$ cat src/rtl/switch_debounce_pkg.sv
// switch_debounce_pkg: switch field widths, debounce lengths and counter sizing shared with the ALU front end.
package switch_debounce_pkg;

    localparam int OPERAND_W           = 4;
    localparam int OP_W                = 3;
    localparam int SW_W                = 2 * OPERAND_W + OP_W;
    localparam int DEBOUNCE_CYCLES_HW  = 1_000_000;
    localparam int DEBOUNCE_CYCLES_SIM = 4;

    // Sized to hold STABLE_CYCLES+2, the settling counter's terminal value.
    function automatic int cnt_w(int stable_cycles);
        return $clog2(stable_cycles + 3);
    endfunction

endpackage

$ cat src/rtl/switch_debounce_if.sv
// switch_debounce_if: raw switch vector in, debounced vector plus change/valid flags out.
interface switch_debounce_if import switch_debounce_pkg::*; #(
    parameter int WIDTH = SW_W
);

    logic [WIDTH-1:0] sw_i;
    logic [WIDTH-1:0] sw_o;
    logic             changed_o;
    logic             valid_o;

    modport master (output sw_i, input sw_o, changed_o, valid_o);
    modport slave  (input sw_i, output sw_o, changed_o, valid_o);

endinterface

$ cat src/rtl/switch_debounce_bit.sv
// switch_debounce_bit: one switch bit - 2-flop synchroniser, stability counter, accepted level and update strobe.
module switch_debounce_bit import switch_debounce_pkg::*; #(
    parameter int STABLE_CYCLES = DEBOUNCE_CYCLES_HW
) (
    input  logic clk_i,
    input  logic reset_i,
    input  logic sw_i,
    output logic sw_o,
    output logic upd
);

    localparam int              CNT_W = cnt_w(STABLE_CYCLES);
    localparam logic [CNT_W-1:0] LAST = CNT_W'(STABLE_CYCLES - 1);

    logic             sync1;
    logic             sync2;
    logic [CNT_W-1:0] cnt;

    assign upd = (sync2 != sw_o) && (cnt == LAST);

    // Any return to the accepted level restarts the count from zero.
    always_ff @(posedge clk_i) begin
        if (reset_i) begin
            sync1 <= 1'b0;
            sync2 <= 1'b0;
            cnt   <= '0;
            sw_o  <= 1'b0;
        end else begin
            sync1 <= sw_i;
            sync2 <= sync1;
            cnt   <= (sync2 == sw_o || upd) ? '0 : cnt + 1'b1;
            if (upd) sw_o <= sync2;
        end
    end

endmodule

$ cat src/rtl/switch_debounce.sv
// switch_debounce: per-bit debouncers feeding the ALU mux, plus a merged change strobe and a post-reset valid flag.
module switch_debounce import switch_debounce_pkg::*; #(
    parameter int WIDTH         = SW_W,
    parameter int STABLE_CYCLES = DEBOUNCE_CYCLES_HW
) (
    input  logic               clk_i,
    input  logic               reset_i,
    switch_debounce_if.slave   bus
);

    localparam int               CNT_W  = cnt_w(STABLE_CYCLES);
    localparam logic [CNT_W-1:0] SETTLE = CNT_W'(STABLE_CYCLES + 2);

    if (STABLE_CYCLES < 1) begin : g_bad_param
        $error("switch_debounce: STABLE_CYCLES must be at least 1");
    end

    logic [WIDTH-1:0] sw_q;
    logic [WIDTH-1:0] upd;
    logic [CNT_W-1:0] settle;
    logic             changed;
    logic             valid;

    for (genvar b = 0; b < WIDTH; b++) begin : g_bit
        switch_debounce_bit #(.STABLE_CYCLES(STABLE_CYCLES)) u_bit (
            .clk_i   (clk_i),
            .reset_i (reset_i),
            .sw_i    (bus.sw_i[b]),
            .sw_o    (sw_q[b]),
            .upd     (upd[b])
        );
    end

    // valid rises on the same edge a level held through reset reaches sw_o.
    always_ff @(posedge clk_i) begin
        if (reset_i) begin
            changed <= 1'b0;
            valid   <= 1'b0;
            settle  <= '0;
        end else begin
            changed <= |upd;
            valid   <= valid | (settle == SETTLE - 1'b1);
            if (settle != SETTLE) settle <= settle + 1'b1;
        end
    end

    assign bus.sw_o      = sw_q;
    assign bus.changed_o = changed;
    assign bus.valid_o   = valid;

endmodule

$ cat src/flat_wrapper.sv
// flat-port wrapper written by rule: the top's interface ports become plain ports
module switch_debounce_flat import switch_debounce_pkg::*;
#(
    parameter int WIDTH         = SW_W,
    parameter int STABLE_CYCLES = DEBOUNCE_CYCLES_HW
)
  (clk_i, reset_i, bus_sw_i, bus_sw_o, bus_changed_o, bus_valid_o);
  switch_debounce_if #(.WIDTH(WIDTH)) bus_i ();
  input  logic clk_i;
  input  logic reset_i;
  input wire logic [$bits(bus_i.sw_i)-1:0] bus_sw_i;
  output wire logic [$bits(bus_i.sw_o)-1:0] bus_sw_o;
  output wire logic [$bits(bus_i.changed_o)-1:0] bus_changed_o;
  output wire logic [$bits(bus_i.valid_o)-1:0] bus_valid_o;
  assign bus_i.sw_i = bus_sw_i;
  assign bus_sw_o = bus_i.sw_o;
  assign bus_changed_o = bus_i.changed_o;
  assign bus_valid_o = bus_i.valid_o;
  switch_debounce #(.WIDTH(WIDTH), .STABLE_CYCLES(STABLE_CYCLES)) u_core (.clk_i(clk_i), .reset_i(reset_i), .bus(bus_i));
endmodule
$ cat config.mk
export PLATFORM = sky130hd
export DESIGN_NAME = switch_debounce_flat
export DESIGN_NICKNAME = d
export VERILOG_FILES = /design/src/rtl/switch_debounce_pkg.sv /design/src/rtl/switch_debounce_if.sv /design/src/rtl/switch_debounce_bit.sv /design/src/rtl/switch_debounce.sv /design/src/flat_wrapper.sv
export SDC_FILE = /design/constraint.sdc
export NUM_CORES = 1
export LEC_CHECK = 0
export CAP_MARGIN = 20
export CORE_MARGIN = 10
export CORE_UTILIZATION = 50
export CTS_BUF_LIST = sky130_fd_sc_hd__clkbuf_8 sky130_fd_sc_hd__clkbuf_16
export DETAILED_ROUTE_END_ITERATION = 8
export PLACE_DENSITY = 0.78
export SLEW_MARGIN = 30
export SYNTH_ARGS = -nofsm -noshare
export SYNTH_HDL_FRONTEND = slang
export SYNTH_SLANG_ARGS = --single-unit
$ cat constraint.sdc
create_clock -name clk_i -period 4.5 [get_ports clk_i]
set_clock_uncertainty 0.15 [all_clocks]
set_input_delay 1.125 -clock clk_i [delete_from_list [all_inputs] [get_ports clk_i]]
set_output_delay 1.125 -clock clk_i [all_outputs]
set_load 0.01 [all_outputs]
# Yosys cells after proc, flatten, opt, wreduce, memory -nomap -nowiden
# Cells that the tools add are included.
# classes
addsub	12
n_mul	0
n_div	0
order_cmp	0
eq_ne	35
shifts	0
mux	0
bitwise_logic	1
n_reduce_logical	34
# ops
cell	n
adder 20 x 1 -> 20 bit (second input constant)	12
== test 20 bit (second input constant)	12
OR reduction 2 bit	11
!= test 20 bit (second input constant)	1
== test 1 bit	11
logical AND 1 bit	11
logical OR 1 bit	11
!= test 1 bit	11
OR reduction 11 bit	1
bitwise OR 1 bit	1
# word_totals
reg_bits	275
latch_bits	0
mem_bits_rw	0
mem_bits_ro	0
inputBits	13
n_memories	0

# Logic depth before layout (Yosys ltp)
# Gate-level depths: netlist of the first run.
# logic_depth
depth_word	4
ltp_mapped	8

# Cells and area by module
# From an unflattened synthesis of the first run, not the netlist that was laid out.
# hier_totals
hier_cells	1440
hier_area_um2	12375.6
# modules_own_cells
mod	n_inst	cells_per_inst	area_per_inst_um2
switch_debounce_bit	11	120	1028.5
switch_debounce	1	120	1062.3

# Least setup slack after synthesis of the first run
# OpenSTA, ideal clock, no wires.
# synth_timing
path_kind	input to register
startpoint	input reset_i
endpoint	register u_core.g_bit[6].u_bit.cnt[14]
setup_ps	71
arrival_ps	1990
setup_slack_ps	2289
cell_stages	5
cell_sequence	clkbuf_1 -> nand2b_1 -> or2_2 -> clkbuf_1 -> a21oi_1
# synth_between
elab_chain_cells	1
# synth_lines
element	line	text
from (decl)	flat_wrapper.sv:10	input logic reset_i;
OR reduction 2 bit (no source line)	n/a	
to (signal assigned)	switch_debounce_bit.sv:31	cnt <= (sync2 == sw_o || upd) ? '0 : cnt + 1'b1;
to (decl)	switch_debounce_bit.sv:17	logic [CNT_W-1:0] cnt;
# Every way passes these cells.
# A chain may end at the register's enable or synchronous reset.

# Worst setup path in the final report of the first run
# layout_timing
startpoint	register u_core.g_bit[2].u_bit.sw_o
endpoint	output bus_sw_o[2]
# layout_lines
element	line	text
from (decl)	switch_debounce_bit.sv:8	output logic sw_o,
from (signal assigned)	switch_debounce_bit.sv:32	if (upd) sw_o <= sync2;
to (decl)	flat_wrapper.sv:12	output wire logic [$bits(bus_i.sw_o)-1:0] bus_sw_o;
# No word-level cell between the ends.

==> results.md, run 1 <==
- Vias in the first global route: 8,208
- Crit-path leading delay family: buffers and inverters
- Cells after Synth: 1,349
- Drt total wl: 21,170 um
- Postcts setup bufs: 0
- Remaining DRCs: 0
- Synth cell types: 39
- Slowest CP cell: clkdlybuf4s50_1
- First-pass GRT wire length: 36,870 um
- CTS Buf Count: 29
- Worst VDD drop: 0.2854 mV
- Inserted Diodes: 0
- Site row count: 56
- Vias per inst: approximately 5.2
- Post-CTS Hold Fix Bufs: 0
- ANT nets after route: 0
- Max-slew violation count: 0
- Chip height: 173.6 um
- Drt pass-1 iters: 5
- Fin crit period: 2.861 ns
- Setup CP Type: flip-flop to primary output
- Grt ovf: 0
- Die area: 30,120 um^2
- Area Growth Syn to Fin: 12.26%
- Fin. Hold Viols: 0
- Power per standard cell area: roughly 380 nW/um^2
- Nature of the critical path endpoint: primary output
- Worst-path clk slew: 0.06 ns
- F_max: 349.5 MHz
- Required time worst endpoint: about 3.2 ns
- Tightest Pin Transition: 0.8085 ns
- Worst path cell trace: clkdlybuf4s50_1
- Worst EP arrival: 1.59 ns
- Most used DFF post-synth: dfxtp_1
- Run status: completed
- Ratio of final minimum period to clock period: 63.59%
- All-Layer GR Usage: 13.66%
- Crit-path max FO: 3
- EDFF count, synth: 0
- Async set-or-reset flop fraction in the synthesized netlist: 0%
- Port Buffers: 25
- Starting Density: between 50 and 60%
- I/O pins: 26
- Clock Tree Buf Depth: 3
- Root Buffer: clkbuf_16
- Reg2reg setup slack: 1.91 ns
- Core Box Area: roughly 23,000 um^2
- Initial antenna violation count: 0
- Max-cap viol count: 0
- CTS sink cnt: 275
- Via count: 8,757
- Ys Warns: 0
- Setup_tns: 0 ns
- Critical path startpoint category: flip-flop
- RSZ-0062 raised after global routing: false
- Post-synthesis sequential area ratio: ~47%
- Worst-Skew Late Latency: 0.54 ns
- Routability cong.: 0.8354
- Dpl hpwl: 14,190 um
- Most common cell after layout, fill and taps aside: nor2_1
- Iter 0 DRT Violations: 391
- Rel. slew slack: 45.60%
- Fin nets: 1,383
- Util after Layout: 56.73%
- Setup Viol. Count Final: 0
- Share of layout cells above drive strength 1: 4.430%
- Largest net degree at the start of global routing: 42
- Resize count post-CTS: 0
- Synth Area per Inst: 8.741 um^2
- Syn_nets: 1,376
- H-tree levels: 1
- Detailed-route wire length per cell: approximately 12 um
- Worst hold path class: flip-flop to flip-flop
- WP buf/inv: 1
- Hold Worst Slack: ~0.29 ns
- Commonest non-fill, non-tap cells in the layout: 291 x nor2_1, 275 x dfxtp_1, 130 x xnor2_1
- Synthesis-stage register bit count: 275
- Slowest stage delay, CP: between 0.5 and 0.6 ns
- Pleak: 4.118 nW
- Synthesized area: 11,790 um^2
- CTS tree: yes
- Die X: 173.6 um
registers in the layout, indices dropped and copies added (netlist names):
name	flops
u_core.bus.changed_o	1
u_core.bus.valid_o	1
u_core.g_bit.u_bit.cnt	220
u_core.g_bit.u_bit.sw_o	11
u_core.g_bit.u_bit.sync1	11
u_core.g_bit.u_bit.sync2	11
u_core.settle	20
layout make-up:
type	instances	area (um^2)
clock buffer	36	822.0
sequential	275	5505
fill	2026	10100
timing repair buffer	26	252.7
inverter	35	131.4
tap	319	399.1
multi-input combinational	989	5908
clock inverter	16	217.7
synthesized netlist by cell type (all sizes together), types with 2 or more instances:
cell type / count / share of area (%)
dfxtp: 275 / 47
and2: 10 / 0.53
nor3b: 3 / 0.19
nor2: 291 / 9.3
or2: 2 / 0.11
o21ai: 12 / 0.51
clkbuf: 33 / 1.1
ha: 14 / 1.5
or4b: 5 / 0.42
nand2b: 4 / 0.21
xnor2: 130 / 9.7
nor2b: 32 / 1.7
and3: 32 / 1.7
xor2: 92 / 6.8
nand4: 56 / 3.0
nand3: 76 / 3.2
or3b: 3 / 0.22
nand2: 76 / 2.4
nor4b: 11 / 0.82
mux2i: 4 / 0.34
inv: 35 / 1.1
or3: 15 / 0.80
or4: 4 / 0.32
nor4: 16 / 0.85
nor4bb: 4 / 0.34
and4: 27 / 2.0
nor3: 49 / 2.1
a21oi: 13 / 0.55
nand4b: 2 / 0.15
buf: 17 / 1.0
cell families (layout without fill, tap and decap cells):
group,Yosys count,count (layout),share of synthesized area (%)
muxes,4,4,0.3396
adders and majority gates,14,14,1.486
DFF,275,275,46.69
buffers and inverters,85,113,3.205
xor gates and xnor gates,222,222,16.49
AOI/OAI and AO/OA,29,29,1.326
and+or+nand+nor,720,720,30.46
power by group:
part	total, mW	internal [mW]	switching [mW]
Combinational	0.0576	0.0231	0.0345
Sequential	2.46	2.45	0.0109
Clock	2.53	1.58	0.959
Total	5.05	4.05	1.00
routing by layer:
metal | GRT usage [%] | share of wire [%] | vias up
met1 | 17.97 | 49 | 4092
met4 | 3.845 | 1.8 | 0
li1 | - | - | 4530
met3 | 2.091 | 3.1 | 30
met5 | 0 | 0 | -
met2 | 22.75 | 46 | 105
final timing paths:
path | start | endpoint | cells after the start
setup / recovery | u_core.g_bit[2].u_bit.sw_o | bus_sw_o[2] | 1
hold / removal | u_core.g_bit[9].u_bit.cnt[0] | u_core.g_bit[9].u_bit.cnt[0] | 1
setup reg to reg | u_core.g_bit[10].u_bit.cnt[11] | u_core.g_bit[10].u_bit.cnt[14] | 5
hold reg to reg | u_core.g_bit[9].u_bit.cnt[0] | u_core.g_bit[9].u_bit.cnt[0] | 1
per-stage QoR:
stage          power (mW)  cells  instance area [um^2]  setup WS (ns)
4_1_cts             5.103   1696                 13240          1.638
6_report            5.051   1696                 13240          1.639
5_1_grt             5.215   1696                 13240          1.613
3_3_place_gp        2.569   1644                 12200          1.721
2_1_floorplan       2.551   1349                 11790          2.289
3_5_place_dp        2.571   1644                 12200          1.657
Power figures use the tool's default switching activity.
==> run 2, diff against run 1 <==
- clock period: 4.5 -> 2.9 ns (I/O delays scaled with it)
==> run 2 against run 1 <==
Effect of this change: core utilization down 0.22 points; clock-buffer cell count down 1; flip-flop and latch count unchanged; final cell count up 0.47%; routed wire length up 1.1%; combinational power up 65%; cell area down 0.39%; critical path type unchanged; largest cell class unchanged; largest power group is now sequential cells.
==> results.md, run 2 (same netlist as run 1, synthesis figures left out) <==
- Run status: completed
- Vias per inst: around 5.2
- Die area: 30,120 um^2
- Share of layout cells above drive strength 1: 4.549%
- Hold path cells: 1
- Crit-path leading delay family: buffers and inverters
- Rel. slew slack: 53.62%
- WP buf/inv: 1
- Max reg flops: 220
- End of the worst register-to-register path: u_core.g_bit[1].u_bit.cnt[12]
- Setup Viol. Count Final: 0
- Worst r2r src: u_core.g_bit[1].u_bit.cnt[8]
- Port Buffers: 25
- Hold Path End: u_core.g_bit[9].u_bit.sync2
- Chip height: 173.6 um
- Multi-input gate area: just under 6000 um^2
- Starting Density: a little over 50%
- Worst EP arrival: around 1.6 ns
- All-Layer GR Usage: between 10 and 15%
- Largest net degree at the start of global routing: 26
- Post-CTS Hold Fix Bufs: 0
- Resize count post-CTS: 0
- Drt pass-1 iters: 5
- Worst path cell trace: clkdlybuf4s50_1
- Clock Tree Buf Depth: 3
- Grt ovf: 0
- Required time worst endpoint: around 2.0 ns
- CTS sink cnt: 275
- CTS Buf Count: 29
- Die X: roughly 170 um
- Reg2reg setup slack: 0.55 ns
- Pre-CTS setup slack: 0.5446 ns
- Iter 0 DRT Violations: 507
- Worst-path clk slew: 0.06 ns
- Power per standard cell area: 562.5 nW/um^2
- Initial antenna violation count: 0
- Commonest non-fill, non-tap cells in the layout: 291 x nor2_1, 275 x dfxtp_1, 130 x xnor2_1
- Site row count: 56
- Routability cong.: 0.8265
- Crit-path max FO: 3
- Slowest CP cell: clkdlybuf4s50_1
- Postcts setup bufs: 0
- Worst hold path class: flip-flop to flip-flop
- Remaining DRCs: 0
- F_max: 411.6 MHz
- Final worst slack: 0.4707 ns
- Drt total wl: approximately 21,000 um
- Via count: 8,821
- First-pass GRT wire length: approximately 38,000 um
- ANT nets after route: 0
- Area Growth Syn to Fin: 11.82%
- CTS tree: yes
- Core Box Area: 23,330 um^2
- Fin. Hold Viols: 0
- Max-slew violation count: 0
- I/O pins: 26
- Fin nets: 1,391
- Vias in the first global route: roughly 8.3k
- Worst-Skew Late Latency: 0.54 ns
- Setup CP Type: flip-flop to primary output
- Critical path startpoint category: flip-flop
- FF+latch area: 5505 um^2
- Setup_tns: 0 ns
- Reg2reg path depth: 5
- Fillers: around 2.0k
- Slowest stage delay, CP: 0.59 ns
- Tightest Pin Transition: between 0.6 and 0.7 ns
- H-tree levels: 1
- Largest register by flop count: u_core.g_bit.u_bit.cnt
- Worst VDD drop: roughly 0.43 mV
- Ratio of final minimum period to clock period: about 84%
- Critical hold path startpoint: u_core.g_bit[9].u_bit.sync1
- RSZ-0062 raised after global routing: false
- Max-cap viol count: 0
- Top Registers: u_core.g_bit.u_bit.cnt x220, u_core.settle x20
- Dpl hpwl: 14,460 um
- Most common cell after layout, fill and taps aside: nor2_1
- Inserted Diodes: 0
- Total power: 7.417 mW
- Nature of the critical path endpoint: primary output
- Fin crit period: approximately 2.4 ns
- Root Buffer: clkbuf_16
- Pleak: 4.133 nW
- Detailed-route wire length per cell: about 13 um
==> run 2: cell types whose count changed in the layout (fill, tap and decap cells not counted), moves of 2 or more <==
cell,before,now
clkinvlp_4,4,1
inv_1,36,42
clkinv_2,5,7
buf_4,1,8
bufinv_16,5,1
==> run 2: worst max-delay path by stage <==
stage	startpoint	end	slack [ns]	cells after the start
4_1_cts	u_core.g_bit[2].u_bit.sw_o	bus_sw_o[2]	0.45	1
3_3_place_gp	u_core.g_bit[1].u_bit.cnt[6]	u_core.g_bit[1].u_bit.cnt[16]	0.59	5
2_1_floorplan	u_core.g_bit[3].u_bit.cnt[11]	u_core.g_bit[3].u_bit.cnt[19]	0.85	6
3_5_place_dp	u_core.g_bit[1].u_bit.cnt[6]	u_core.g_bit[1].u_bit.cnt[12]	0.54	5
6_report	u_core.g_bit[2].u_bit.sw_o	bus_sw_o[2]	0.47	1
5_1_grt	u_core.g_bit[1].u_bit.cnt[6]	u_core.g_bit[1].u_bit.cnt[12]	0.37	5
==> run 2: area by class of cell <==
type / count / share of cell area (%)
clock inverter: 17 / 0.8161
clock buffer: 35 / 6.130
timing repair buffer: 34 / 2.467
inverter: 35 / 0.9964
sequential: 275 / 41.75
tap: 319 / 3.027
multi-input combinational: 989 / 44.81
==> run 2: routing by layer <==
metal,share of wire (%),up-vias,global-route usage (%)
met5,0,-,0
met4,1.5,0,4.024
met3,5.0,38,2.592
met2,46,156,23.19
met1,47,4091,18.38
li1,-,4536,-
==> run 2: stage by stage <==
stage	util, %	instances	cell area [um^2]	hold slack, ns
2_1_floorplan	-	1349	11790	0.2621
4_1_cts	56.51	1704	13190	0.2845
3_5_place_dp	52.58	1652	12270	0.2704
6_report	56.51	1704	13190	0.2813
3_3_place_gp	52.58	1652	12270	0.2706
5_1_grt	56.51	1704	13190	0.2990
==> run 2: report_power, final <==
part / switching, mW / internal, mW
Clock: 1.45 / 2.05
Combinational: 0.0535 / 0.0414
Sequential: 0.0173 / 3.80
Total: 1.53 / 5.89
==> run 3, diff against run 2 <==
- PLACE_DENSITY: 0.78 -> 0.81
- clock period: 2.9 -> 2.1 ns (I/O delays scaled with it)
==> run 3 against run 2 <==
Effect of this change: the run now ends with setup timing left; register-to-register slack got worse by 0.60 ns; global-route usage increased by 0.68 points; combinational power increased by 84%; non-clock buffer count increased by 59; power increased by 45%; clock power increased by 53%; critical path type is now flip-flop to flip-flop; critical endpoint is now u_core.g_bit[10].u_bit.cnt[2].
==> results.md, run 3 (same netlist as run 1, synthesis figures left out) <==
- Top Registers: u_core.g_bit.u_bit.cnt x220, u_core.settle x20
- Worst path cell trace: or4b_1, or4_4, nor2_4, or3_4, clkbuf_16, nor2_1
- Worst-Skew Late Latency: around 0.53 ns
- Core Box Area: 23,330 um^2
- Max reg flops: 220
- Fillers: 1,859
- Max-cap viol count: 0
- Setup_tns: -1.393 ns
- Most common cell after layout, fill and taps aside: nor2_1
- Routability cong.: 0.8337
- Inserted Diodes: 0
- Grt ovf: 0
- Critical path startpoint category: flip-flop
- Setup CP Type: flip-flop to flip-flop
- Post-CTS Hold Fix Bufs: 0
- Violated checks: setup timing
- Slowest stage delay, CP: 0.58 ns
- Iter 0 DRT Violations: around 520
- Fin crit period: about 2.2 ns
- Sw frac: about a fifth
- Drt total wl: approximately 23,000 um
- ANT nets after route: 0
- CTS tree: yes
- Util after Layout: 59.80%
- Site row count: 56
- NetSw: 2.161 mW
- Clock power share: 49.5%
- Multi-input gate area: 6040 um^2
- Total power: around 11 mW
- Largest net degree at the start of global routing: 23
- Cell Count, Final, Fillers Out: between 1.5k and 2k
- Tightest Pin Transition: 0.4948 ns
- Rel. slew slack: between 60% and 70%
- Placed insts: 1,707
- CTS sink cnt: 275
- Ratio of final minimum period to clock period: 102.4%
- Detailed-route wire length per cell: 13.04 um
- F_max: 465.0 MHz
- Required time worst endpoint: 2.37 ns
- Root Buffer: clkbuf_16
- Via count: between 9k and 10k
- Port Buffers: 25
- Die X: about 170 um
- Clock Tree Buf Depth: 3
- Hold Worst Slack: 0.2072 ns
- Final worst slack: -0.05038 ns
- Run status: complete, but fails checks
- Commonest non-fill, non-tap cells in the layout: 278 x nor2_1, 273 x dfxtp_1, 130 x xnor2_1
- Comb power frac: 1.6%
- Die area: ~30,000 um^2
- Initial antenna violation count: 0
- Power per standard cell area: 772.9 nW/um^2
- Fin nets: 1,450
- Share of layout cells above drive strength 1: about a tenth
- Max-slew violation count: 0
- I/O pins: 26
- Vias in the first global route: 8,852
- FF+latch area: between 5000 and 6000 um^2
- Slowest CP cell: or4_4
- Pleak: 4.582 nW
- H-tree levels: 1
- All-Layer GR Usage: 14.74%
- Register share of total power: between 40 and 50%
- First-pass GRT wire length: just under 40,000 um
- Area Growth Syn to Fin: 18.33%
- Nature of the critical path endpoint: flip-flop
- Crit-path max FO: 5
- Worst VDD drop: 0.4845 mV
- Drt pass-1 iters: 5
- Remaining DRCs: 0
- Fin. Hold Viols: 0
- Vias per inst: roughly 5.2
- Dpl hpwl: 15,310 um
- RSZ-0062 raised after global routing: true
- Largest register by flop count: u_core.g_bit.u_bit.cnt
- Worst hold path class: input port to flip-flop
- Setup Viol. Count Final: 40
- Worst-path clk slew: 0.06 ns
- CTS Buf Count: 29
- Chip height: 173.6 um
- Worst EP arrival: 2.42 ns
- Cell internal pwr: 8.622 mW
- Starting Density: 50.54%
==> run 3: final timing paths <==
path,startpoint,end,slack (ns),cells past startpoint
hold reg to reg,u_core.g_bit[1].u_bit.cnt[0],u_core.g_bit[1].u_bit.cnt[0],0.29,1
setup / recovery,u_core.g_bit[10].u_bit.cnt[12],u_core.g_bit[10].u_bit.cnt[2],-0.05,6
setup reg to reg,u_core.g_bit[10].u_bit.cnt[12],u_core.g_bit[10].u_bit.cnt[2],-0.05,6
hold / removal,reset_i,u_core.g_bit[2].u_bit.sync2,0.21,2
==> run 3: power by group through the flow <==
| stage | registers, mW | logic, mW | clock network (mW) |
|---|---|---|---|
| after floorplan | 5.38 | 0.0870 | 0 |
| after global placement | 5.38 | 0.158 | 0 |
| after detailed placement | 5.38 | 0.160 | 0 |
| after CTS | 5.27 | 0.167 | 5.44 |
| after global routing | 5.27 | 0.193 | 5.64 |
| final | 5.27 | 0.175 | 5.34 |
==> run 3: area by class of cell <==
type	instances	area share [%]
Sequential cell	275	39.48
Clock buffer	37	5.991
Inverter	35	0.9416
Multi-Input combinational cell	989	43.29
Tap cell	319	2.861
Timing Repair Buffer	93	6.071
Clock inverter	16	1.372
==> run 3: metal layers <==
metal	global-route usage (%)	routed length (um)	vias up
li1	-	-	4662
met1	18.11	10320	4287
met2	26.05	11380	128
met3	1.960	796	40
met4	4.743	516	0
met5	0	0	-
==> run 3: critical path: cells and delay by family (launching register included) <==
kind / cells / cell delay [ns]
flops: 1 / 0.31
buf+inv: 1 / 0.14
simple gates: 5 / 1.43
==> run 3: stage by stage <==
step,cell area [um^2],worst slack (ns)
after floorplan,11790,0.05127
after detailed placement,12730,-0.06721
after global placement,12730,-0.04561
after global routing,13950,-0.09258
final,13950,-0.05038
after CTS,13810,-0.02907
==> run 3: repair_timing <==
action / CTS / global route
gates cloned: 1 / 2
pin swaps: 4 / 14
endpoints found under the setup margin: 54 / 94
gates resized for setup: 23 / 27
setup buffers: 1 / 1
